<file path="src/rtl/vx_perf_memsys_reader_if.sv">
// Memory-system perf counter bundle: producer drives through master, reader samples through slave.
interface vx_perf_memsys_if #(
    parameter int unsigned PERF_CTR_BITS = 44
);
    logic [PERF_CTR_BITS-1:0] icache_reads;
    logic [PERF_CTR_BITS-1:0] icache_read_misses;
    logic [PERF_CTR_BITS-1:0] icache_pipe_stalls;
    logic [PERF_CTR_BITS-1:0] icache_crsp_stalls;
    logic [PERF_CTR_BITS-1:0] dcache_reads;
    logic [PERF_CTR_BITS-1:0] dcache_writes;
    logic [PERF_CTR_BITS-1:0] dcache_read_misses;
    logic [PERF_CTR_BITS-1:0] dcache_write_misses;
    logic [PERF_CTR_BITS-1:0] dcache_bank_stalls;
    logic [PERF_CTR_BITS-1:0] dcache_mshr_stalls;
    logic [PERF_CTR_BITS-1:0] dcache_pipe_stalls;
    logic [PERF_CTR_BITS-1:0] dcache_crsp_stalls;
    logic [PERF_CTR_BITS-1:0] dcache_prefetch_requests;
    logic [PERF_CTR_BITS-1:0] dcache_prefetched_blocks;
    logic [PERF_CTR_BITS-1:0] dcache_unused_prefetched_blocks;
    logic [PERF_CTR_BITS-1:0] dcache_late_prefetches;
    logic [PERF_CTR_BITS-1:0] smem_reads;
    logic [PERF_CTR_BITS-1:0] smem_writes;
    logic [PERF_CTR_BITS-1:0] smem_bank_stalls;
    logic [PERF_CTR_BITS-1:0] mem_reads;
    logic [PERF_CTR_BITS-1:0] mem_writes;
    logic [PERF_CTR_BITS-1:0] mem_stalls;
    logic [PERF_CTR_BITS-1:0] mem_latency;

    modport master (
        output icache_reads, icache_read_misses, icache_pipe_stalls, icache_crsp_stalls,
        output dcache_reads, dcache_writes, dcache_read_misses, dcache_write_misses,
        output dcache_bank_stalls, dcache_mshr_stalls, dcache_pipe_stalls, dcache_crsp_stalls,
        output dcache_prefetch_requests, dcache_prefetched_blocks,
        output dcache_unused_prefetched_blocks, dcache_late_prefetches,
        output smem_reads, smem_writes, smem_bank_stalls,
        output mem_reads, mem_writes, mem_stalls, mem_latency
    );

    modport slave (
        input icache_reads, icache_read_misses, icache_pipe_stalls, icache_crsp_stalls,
        input dcache_reads, dcache_writes, dcache_read_misses, dcache_write_misses,
        input dcache_bank_stalls, dcache_mshr_stalls, dcache_pipe_stalls, dcache_crsp_stalls,
        input dcache_prefetch_requests, dcache_prefetched_blocks,
        input dcache_unused_prefetched_blocks, dcache_late_prefetches,
        input smem_reads, smem_writes, smem_bank_stalls,
        input mem_reads, mem_writes, mem_stalls, mem_latency
    );
endinterface

</file>
<file path="src/rtl/vx_perf_memsys_reader.sv">
// CSR-side reader of the memory-system perf counters. 32-bit word reads over a valid/ready
// request/response pair; a lo-word read snapshots the whole counter so the matching hi-word
// read returns a coherent value while the counter keeps running.
module vx_perf_memsys_reader #(
    parameter int unsigned PERF_CTR_BITS = 44,
    parameter int unsigned NUM_CTRS      = 23
) (
    input  logic                   clk,
    input  logic                   reset,
    vx_perf_memsys_if.slave        perf_memsys_if,
    input  logic                   req_valid_i,
    output logic                   req_ready_o,
    input  logic [4:0]             req_idx_i,
    input  logic                   req_hi_i,
    output logic                   resp_valid_o,
    input  logic                   resp_ready_i,
    output logic [31:0]            resp_data_o,
    output logic                   resp_err_o
);

    // Clears any bits above the counter width so narrow counters read back with a zero hi word.
    localparam logic [63:0] CtrMask = (PERF_CTR_BITS >= 64) ? '1 :
                                      ((64'd1 << PERF_CTR_BITS) - 64'd1);

    typedef enum logic {StIdle, StResp} state_e;

    state_e      state_q, state_d;
    logic [31:0] resp_data_q, resp_data_d;
    logic        resp_err_q, resp_err_d;
    logic        snap_valid_q, snap_valid_d;
    logic [4:0]  snap_idx_q, snap_idx_d;
    logic [63:0] snap_val_q, snap_val_d;

    logic        req_fire;
    logic        idx_in_map;
    logic        idx_valid;
    logic        snap_hit;
    logic [63:0] ctr_raw;
    logic [63:0] ctr_val;

    // Select the addressed counter and zero-extend it to 64 bits.
    always_comb begin
        ctr_raw    = '0;
        idx_in_map = 1'b1;
        case (req_idx_i)
            5'd0:    ctr_raw = 64'(perf_memsys_if.icache_reads);
            5'd1:    ctr_raw = 64'(perf_memsys_if.icache_read_misses);
            5'd2:    ctr_raw = 64'(perf_memsys_if.icache_pipe_stalls);
            5'd3:    ctr_raw = 64'(perf_memsys_if.icache_crsp_stalls);
            5'd4:    ctr_raw = 64'(perf_memsys_if.dcache_reads);
            5'd5:    ctr_raw = 64'(perf_memsys_if.dcache_writes);
            5'd6:    ctr_raw = 64'(perf_memsys_if.dcache_read_misses);
            5'd7:    ctr_raw = 64'(perf_memsys_if.dcache_write_misses);
            5'd8:    ctr_raw = 64'(perf_memsys_if.dcache_bank_stalls);
            5'd9:    ctr_raw = 64'(perf_memsys_if.dcache_mshr_stalls);
            5'd10:   ctr_raw = 64'(perf_memsys_if.dcache_pipe_stalls);
            5'd11:   ctr_raw = 64'(perf_memsys_if.dcache_crsp_stalls);
            5'd12:   ctr_raw = 64'(perf_memsys_if.dcache_prefetch_requests);
            5'd13:   ctr_raw = 64'(perf_memsys_if.dcache_prefetched_blocks);
            5'd14:   ctr_raw = 64'(perf_memsys_if.dcache_unused_prefetched_blocks);
            5'd15:   ctr_raw = 64'(perf_memsys_if.dcache_late_prefetches);
            5'd16:   ctr_raw = 64'(perf_memsys_if.smem_reads);
            5'd17:   ctr_raw = 64'(perf_memsys_if.smem_writes);
            5'd18:   ctr_raw = 64'(perf_memsys_if.smem_bank_stalls);
            5'd19:   ctr_raw = 64'(perf_memsys_if.mem_reads);
            5'd20:   ctr_raw = 64'(perf_memsys_if.mem_writes);
            5'd21:   ctr_raw = 64'(perf_memsys_if.mem_stalls);
            5'd22:   ctr_raw = 64'(perf_memsys_if.mem_latency);
            default: idx_in_map = 1'b0;
        endcase
    end

    assign ctr_val   = ctr_raw & CtrMask;
    assign idx_valid = idx_in_map && (32'(req_idx_i) < NUM_CTRS);
    assign snap_hit  = snap_valid_q && (snap_idx_q == req_idx_i);
    assign req_fire  = req_valid_i && req_ready_o;

    // Handshake FSM: a single response slot, refilled in the same cycle it drains.
    always_comb begin
        state_d     = state_q;
        req_ready_o = 1'b1;
        unique case (state_q)
            StIdle: begin
                req_ready_o = 1'b1;
                if (req_valid_i) begin
                    state_d = StResp;
                end
            end
            StResp: begin
                req_ready_o = resp_ready_i;
                if (resp_ready_i) begin
                    state_d = req_valid_i ? StResp : StIdle;
                end
            end
            default: state_d = StIdle;
        endcase
    end

    // Response word and snapshot update on an accepted request; held otherwise.
    always_comb begin
        resp_data_d  = resp_data_q;
        resp_err_d   = resp_err_q;
        snap_valid_d = snap_valid_q;
        snap_idx_d   = snap_idx_q;
        snap_val_d   = snap_val_q;
        if (req_fire) begin
            if (!idx_valid) begin
                // Invalid index leaves the snapshot untouched.
                resp_data_d = '0;
                resp_err_d  = 1'b1;
            end else if (!req_hi_i) begin
                resp_data_d  = ctr_val[31:0];
                resp_err_d   = 1'b0;
                snap_valid_d = 1'b1;
                snap_idx_d   = req_idx_i;
                snap_val_d   = ctr_val;
            end else begin
                resp_data_d  = snap_hit ? snap_val_q[63:32] : ctr_val[63:32];
                resp_err_d   = 1'b0;
                snap_valid_d = 1'b0;
            end
        end
    end

    // State registers with synchronous reset.
    always_ff @(posedge clk) begin
        if (reset) begin
            state_q      <= StIdle;
            resp_data_q  <= '0;
            resp_err_q   <= 1'b0;
            snap_valid_q <= 1'b0;
            snap_idx_q   <= '0;
            snap_val_q   <= '0;
        end else begin
            state_q      <= state_d;
            resp_data_q  <= resp_data_d;
            resp_err_q   <= resp_err_d;
            snap_valid_q <= snap_valid_d;
            snap_idx_q   <= snap_idx_d;
            snap_val_q   <= snap_val_d;
        end
    end

    assign resp_valid_o = (state_q == StResp);
    assign resp_data_o  = resp_data_q;
    assign resp_err_o   = resp_err_q;

endmodule
</file>
<file path="src/flat_wrapper.sv">
// flat-port wrapper written by rule: the top's interface ports become plain ports
module vx_perf_memsys_reader_flat 
#(
    parameter int unsigned PERF_CTR_BITS = 44,
    parameter int unsigned NUM_CTRS      = 23
)
  (clk, reset, req_valid_i, req_ready_o, req_idx_i, req_hi_i, resp_valid_o, resp_ready_i, resp_data_o, resp_err_o, perf_memsys_if_icache_reads, perf_memsys_if_icache_read_misses, perf_memsys_if_icache_pipe_stalls, perf_memsys_if_icache_crsp_stalls, perf_memsys_if_dcache_reads, perf_memsys_if_dcache_writes, perf_memsys_if_dcache_read_misses, perf_memsys_if_dcache_write_misses, perf_memsys_if_dcache_bank_stalls, perf_memsys_if_dcache_mshr_stalls, perf_memsys_if_dcache_pipe_stalls, perf_memsys_if_dcache_crsp_stalls, perf_memsys_if_dcache_prefetch_requests, perf_memsys_if_dcache_prefetched_blocks, perf_memsys_if_dcache_unused_prefetched_blocks, perf_memsys_if_dcache_late_prefetches, perf_memsys_if_smem_reads, perf_memsys_if_smem_writes, perf_memsys_if_smem_bank_stalls, perf_memsys_if_mem_reads, perf_memsys_if_mem_writes, perf_memsys_if_mem_stalls, perf_memsys_if_mem_latency);
  vx_perf_memsys_if #(.PERF_CTR_BITS(PERF_CTR_BITS)) perf_memsys_if_i ();
  input  logic clk;
  input  logic reset;
  input  logic req_valid_i;
  output logic req_ready_o;
  input  logic [4:0] req_idx_i;
  input  logic req_hi_i;
  output logic resp_valid_o;
  input  logic resp_ready_i;
  output logic [31:0] resp_data_o;
  output logic resp_err_o;
  input wire logic [$bits(perf_memsys_if_i.icache_reads)-1:0] perf_memsys_if_icache_reads;
  input wire logic [$bits(perf_memsys_if_i.icache_read_misses)-1:0] perf_memsys_if_icache_read_misses;
  input wire logic [$bits(perf_memsys_if_i.icache_pipe_stalls)-1:0] perf_memsys_if_icache_pipe_stalls;
  input wire logic [$bits(perf_memsys_if_i.icache_crsp_stalls)-1:0] perf_memsys_if_icache_crsp_stalls;
  input wire logic [$bits(perf_memsys_if_i.dcache_reads)-1:0] perf_memsys_if_dcache_reads;
  input wire logic [$bits(perf_memsys_if_i.dcache_writes)-1:0] perf_memsys_if_dcache_writes;
  input wire logic [$bits(perf_memsys_if_i.dcache_read_misses)-1:0] perf_memsys_if_dcache_read_misses;
  input wire logic [$bits(perf_memsys_if_i.dcache_write_misses)-1:0] perf_memsys_if_dcache_write_misses;
  input wire logic [$bits(perf_memsys_if_i.dcache_bank_stalls)-1:0] perf_memsys_if_dcache_bank_stalls;
  input wire logic [$bits(perf_memsys_if_i.dcache_mshr_stalls)-1:0] perf_memsys_if_dcache_mshr_stalls;
  input wire logic [$bits(perf_memsys_if_i.dcache_pipe_stalls)-1:0] perf_memsys_if_dcache_pipe_stalls;
  input wire logic [$bits(perf_memsys_if_i.dcache_crsp_stalls)-1:0] perf_memsys_if_dcache_crsp_stalls;
  input wire logic [$bits(perf_memsys_if_i.dcache_prefetch_requests)-1:0] perf_memsys_if_dcache_prefetch_requests;
  input wire logic [$bits(perf_memsys_if_i.dcache_prefetched_blocks)-1:0] perf_memsys_if_dcache_prefetched_blocks;
  input wire logic [$bits(perf_memsys_if_i.dcache_unused_prefetched_blocks)-1:0] perf_memsys_if_dcache_unused_prefetched_blocks;
  input wire logic [$bits(perf_memsys_if_i.dcache_late_prefetches)-1:0] perf_memsys_if_dcache_late_prefetches;
  input wire logic [$bits(perf_memsys_if_i.smem_reads)-1:0] perf_memsys_if_smem_reads;
  input wire logic [$bits(perf_memsys_if_i.smem_writes)-1:0] perf_memsys_if_smem_writes;
  input wire logic [$bits(perf_memsys_if_i.smem_bank_stalls)-1:0] perf_memsys_if_smem_bank_stalls;
  input wire logic [$bits(perf_memsys_if_i.mem_reads)-1:0] perf_memsys_if_mem_reads;
  input wire logic [$bits(perf_memsys_if_i.mem_writes)-1:0] perf_memsys_if_mem_writes;
  input wire logic [$bits(perf_memsys_if_i.mem_stalls)-1:0] perf_memsys_if_mem_stalls;
  input wire logic [$bits(perf_memsys_if_i.mem_latency)-1:0] perf_memsys_if_mem_latency;
  assign perf_memsys_if_i.icache_reads = perf_memsys_if_icache_reads;
  assign perf_memsys_if_i.icache_read_misses = perf_memsys_if_icache_read_misses;
  assign perf_memsys_if_i.icache_pipe_stalls = perf_memsys_if_icache_pipe_stalls;
  assign perf_memsys_if_i.icache_crsp_stalls = perf_memsys_if_icache_crsp_stalls;
  assign perf_memsys_if_i.dcache_reads = perf_memsys_if_dcache_reads;
  assign perf_memsys_if_i.dcache_writes = perf_memsys_if_dcache_writes;
  assign perf_memsys_if_i.dcache_read_misses = perf_memsys_if_dcache_read_misses;
  assign perf_memsys_if_i.dcache_write_misses = perf_memsys_if_dcache_write_misses;
  assign perf_memsys_if_i.dcache_bank_stalls = perf_memsys_if_dcache_bank_stalls;
  assign perf_memsys_if_i.dcache_mshr_stalls = perf_memsys_if_dcache_mshr_stalls;
  assign perf_memsys_if_i.dcache_pipe_stalls = perf_memsys_if_dcache_pipe_stalls;
  assign perf_memsys_if_i.dcache_crsp_stalls = perf_memsys_if_dcache_crsp_stalls;
  assign perf_memsys_if_i.dcache_prefetch_requests = perf_memsys_if_dcache_prefetch_requests;
  assign perf_memsys_if_i.dcache_prefetched_blocks = perf_memsys_if_dcache_prefetched_blocks;
  assign perf_memsys_if_i.dcache_unused_prefetched_blocks = perf_memsys_if_dcache_unused_prefetched_blocks;
  assign perf_memsys_if_i.dcache_late_prefetches = perf_memsys_if_dcache_late_prefetches;
  assign perf_memsys_if_i.smem_reads = perf_memsys_if_smem_reads;
  assign perf_memsys_if_i.smem_writes = perf_memsys_if_smem_writes;
  assign perf_memsys_if_i.smem_bank_stalls = perf_memsys_if_smem_bank_stalls;
  assign perf_memsys_if_i.mem_reads = perf_memsys_if_mem_reads;
  assign perf_memsys_if_i.mem_writes = perf_memsys_if_mem_writes;
  assign perf_memsys_if_i.mem_stalls = perf_memsys_if_mem_stalls;
  assign perf_memsys_if_i.mem_latency = perf_memsys_if_mem_latency;
  vx_perf_memsys_reader #(.PERF_CTR_BITS(PERF_CTR_BITS), .NUM_CTRS(NUM_CTRS)) u_core (.clk(clk), .reset(reset), .perf_memsys_if(perf_memsys_if_i), .req_valid_i(req_valid_i), .req_ready_o(req_ready_o), .req_idx_i(req_idx_i), .req_hi_i(req_hi_i), .resp_valid_o(resp_valid_o), .resp_ready_i(resp_ready_i), .resp_data_o(resp_data_o), .resp_err_o(resp_err_o));
endmodule
</file>
<file path="config.mk">
export PLATFORM = sky130hd
export DESIGN_NAME = vx_perf_memsys_reader_flat
export DESIGN_NICKNAME = d
export VERILOG_FILES = /design/src/rtl/vx_perf_memsys_reader_if.sv /design/src/rtl/vx_perf_memsys_reader.sv /design/src/flat_wrapper.sv
export SDC_FILE = /design/constraint.sdc
export NUM_CORES = 1
export LEC_CHECK = 0
export ABC_AREA = 1
export ABC_CLOCK_PERIOD_IN_PS = 3480
export CORE_AREA = 2 2 410 412
export CTS_BUF_LIST = sky130_fd_sc_hd__clkbuf_4
export DETAILED_ROUTE_END_ITERATION = 6
export DIE_AREA = 0 0 412 414
export GPL_ROUTABILITY_DRIVEN = 0
export RECOVER_POWER = 25
export SETUP_SLACK_MARGIN = 0.1
export SLEW_MARGIN = 20
export SYNTH_ARGS = -nofsm -noshare
export SYNTH_HDL_FRONTEND = slang
export SYNTH_SLANG_ARGS = --single-unit
</file>
<file path="constraint.sdc">
create_clock -name clk -period 3.48 [get_ports clk]
set_clock_uncertainty 0.05 [all_clocks]
set_input_delay 0.696 -clock clk [delete_from_list [all_inputs] [get_ports clk]]
set_output_delay 0.696 -clock clk [all_outputs]
set_load 0.03 [all_outputs]
</file>
==> run summary <==
================================================================================
Status                                                              finished, violations left
Violated checks                                                     design-rule violations, max-capacitance violations, max-slew violations
Area added between synthesis and finish                                     151%
Slowest Stage Delay on Critical Path                                     0.80 ns
Post-CTS resize count                                                          1
Global-route usage over all layers                                         21.5%
Fraction of power consumed by the clock network                            12.6%
Net count of the mapped netlist                                             3211
Number of global-route vias before repair                                  21.2k
Clock Sinks                                                                   52
Start of the worst register-to-register path                        u_core.resp_valid_o
Number of fill cells in the layout                                         19.3k
Number of CTS-inserted buffers                                                 5
Hold buffers post-CTS                                                          0
Ratio of routed vias to standard cells                                      3.91
Total buffers and inverters traversed by the critical path                     5
Static leakage power                                                   0.0108 uW
Slew Viols, Final                                                             25
Top Family by Delay on Critical Path                                buffers and inverters
Crit-path slowest cell                                              dlygate4sd3_1
Wire length of the first global-routing pass                              235 mm
Fin crit share                                                             96.9%
Leading cell type in the layout, fill and taps excluded                  nand2_1
Min cycle time layout                                                    3.37 ns
Most frequent cells in the layout                                   nand2_1 (1115), clkdlybuf4s50_1 (1036), nand3_1 (222), nor2_1 (219), buf_4 (183)
Number of H-tree branching levels                                              2
Die Span Y                                                                414 um
Switching pwr                                                            1450 uW
Worst hold start                                                    u_core.snap_val_q[42]
Proportion of synthesized chip area in sequential cells                    10.0%
Clk pin slew, worst setup/hold paths                                     0.23 ns
Placed wire-length estimate                                               172 mm
Quantity of I/O buffers inserted on ports                                   1056
Layout Cell Area excl Fill                                             26100 um2
Setup slack after layout                                                0.107 ns
Count of flip-flops with a built-in enable after synthesis                     0
Placed inst area                                                       25900 um2
Unrepaired setup endpoints after global routing                            false
Dominant cell type by count on the critical path                         nand2_1
Core box area                                                         166000 um2
Area of the die                                                       171000 um2
Post-synth ARST share                                                         0%
Iter 0 DRT Violations                                                       2284
Number of buffers inserted to repair setup after CTS                           0
Number of standard cells after synthesis                                    2189
Number of remaining DRC errors                                                26
Combinational fraction of design power                                     69.6%
Largest net degree at the start of global routing                             49
Required time of the critical path                                       3.79 ns
Dominant cell type by area after synthesis                               nand2_1
Multi-input combinational cell area                                     8470 um2
Final number of hold-violating endpoints                                       0
Number of buffers on the longest clock path                                    2
Width of the die                                                          412 um
Mean routed wirelength per cell                                          34.1 um
Actual transition at the worst max-transition pin                        1.59 ns
GR Overflow Total                                                              0
Power per standard cell area                                          139 nW/um2
Worst min path class                                                  reg -> reg
Top-area cell type share of the netlist area                               40.2%
Rows                                                                         150
Dominant register cell in the synthesized netlist                        dfxtp_1
Data arrival time of the critical path                                   3.69 ns
Peak ir drop on the vdd network                                         0.136 mV
Maximum Capacitance Violations                                                 1
Internal cell power                                                      2190 uW
Number of antenna violations at the first check in global routing            197
Clock Root Buffer                                                       clkbuf_4
Reg power frac                                                             17.8%
Origin of the worst setup path                                      req_idx_i[2]
Largest fanout on the critical path                                           39
Post-Synthesis Cell Area                                               10400 um2
1st-pass router iterations                                                     7
Number of primary I/O pins                                                  1057
Critical Setup Path Class                                              in -> reg
Antenna-violating nets left                                                    0
Ranking of synthesized cells by area                                nand2_1 (40%), nand3_1 (11%), dfxtp_1 (10%)
Worst setup timing slack at the placement stage                        -0.625 ns
Proportion of layout cells with a drive suffix above 1                     9.23%
Number of synthesized register bits                                           52
Total length of routed wires                                              192 mm
Initial core utilization                                                   6.26%
Total number of yosys warnings                                                 0
Switching portion of total power                                           40.0%
Detailed-route via count                                                   22.0k
Syn_area_per_cell                                                       4.76 um2
Final count of negative-setup-slack endpoints                                  0
Sequential cell area in the final layout                                1040 um2
Later-pin clock latency in the skew report                               0.50 ns
Headroom to the max-slew limit                                            -6.24%
Maximum clock frequency                                                  296 MHz
Category of the worst setup path launch point                         input port
Critical Path End Type                                                      flop
TritonCTS clock tree                                                         yes
Number of different library cells in the post-synthesis netlist               31
Series of cell instances along the critical path                    dlygate4sd3_1, nor2_4, buf_12, nand2_1, inv_2, buf_12, nand2_1, nand2_1, nor2_1, nand2_1, nor2_1, a21oi_1, buf_4, nand2_1, a21oi_1
Final nets                                                                  4378
================================================================================
==> tightest hold or removal path: cells and delay by family (launching register included) <==
family / cells / cell delay [ns]
compound gates: 1 / 0.05
buf+inv: 1 / 0.06
flops: 1 / 0.35
==> state kept, by name, summed over array words and instances (netlist names) <==
signal	cells
u_core.resp_data_o	32
u_core.resp_err_o	1
u_core.resp_valid_o	1
u_core.snap_idx_q	5
u_core.snap_val_q	12
u_core.snap_valid_q	1
==> per-stage QoR <==
stage	std cells	total power (uW)	TNS, ns	hold WS [ns]	utilization [%]
3_3_place_gp	5553	3240	-4.61	0.391	15.6
4_1_cts	5561	3740	0	0.420	15.6
6_report	5623	3640	0	0.418	15.7
3_5_place_dp	5553	3230	-3.36	0.394	15.6
5_1_grt	5591	3830	0	0.453	15.7
2_1_floorplan	2189	1160	0	0.381	-
==> final cells by class <==
cell class              count  area share, %
repair buffers           1310           51.0
flip-flops and latches     52           3.98
multi-input cells        1909           32.4
well taps                2204           10.5
diodes                     62          0.593
inverters                  78           1.12
clock buffers               6          0.172
clock inverters             2          0.148
==> Yosys cell counts (4+ instances only) <==
master	number
buf_2	92
buf_4	20
nor2_4	4
inv_1	70
nand3_1	222
a21oi_1	63
nor2_1	229
clkbuf_1	32
nand4_1	157
nor3_1	12
nand2_2	5
inv_2	6
a22oi_1	11
buf_1	6
a22o_1	17
dfxtp_1	52
o21ai_0	21
a211oi_1	11
nor2_2	13
nand3b_1	10
nand2_1	1116
a221oi_1	4
o2111ai_1	4
==> final timing paths <==
path / end / slack (ns) / cells past startpoint
hold reg to reg: u_core.snap_val_q[42] / 0.42 / 2
hold / removal: u_core.snap_val_q[42] / 0.42 / 2
setup reg to reg: u_core.resp_data_o[1] / 1.39 / 9
setup / recovery: u_core.resp_data_o[11] / 0.11 / 15
==> cells by family after synthesis <==
| logic type | Yosys count | synth area share (%) |
|---|---|---|
| AO/OA/AOI/OAI | 134 | 7.90 |
| AND/OR/NAND/NOR | 1773 | 71.9 |
| XOR/XNOR | 2 | 0.168 |
| buffers and inverters | 228 | 10.0 |
| flip-flops | 52 | 10.0 |
==> per-layer routing <==
metal	wire length (um)	GRT usage, %	vias to the layer above	share of wire (%)
met5	447	0	-	0.23
met4	8330	7.58	72	4.4
met3	15400	5.74	496	8.0
met2	97700	39.5	1711	51
met1	69700	23.4	10200	36
li1	-	-	9542	-
==> power groups by stage <==
stage / clock (uW) / sequential (uW) / combinational (uW)
after floorplan: 0 / 695 / 468
after global placement: 0 / 661 / 2580
after detailed placement: 0 / 662 / 2570
after CTS: 507 / 650 / 2580
after global routing: 510 / 653 / 2670
final: 458 / 649 / 2530
Power figures use the tool's default switching activity.
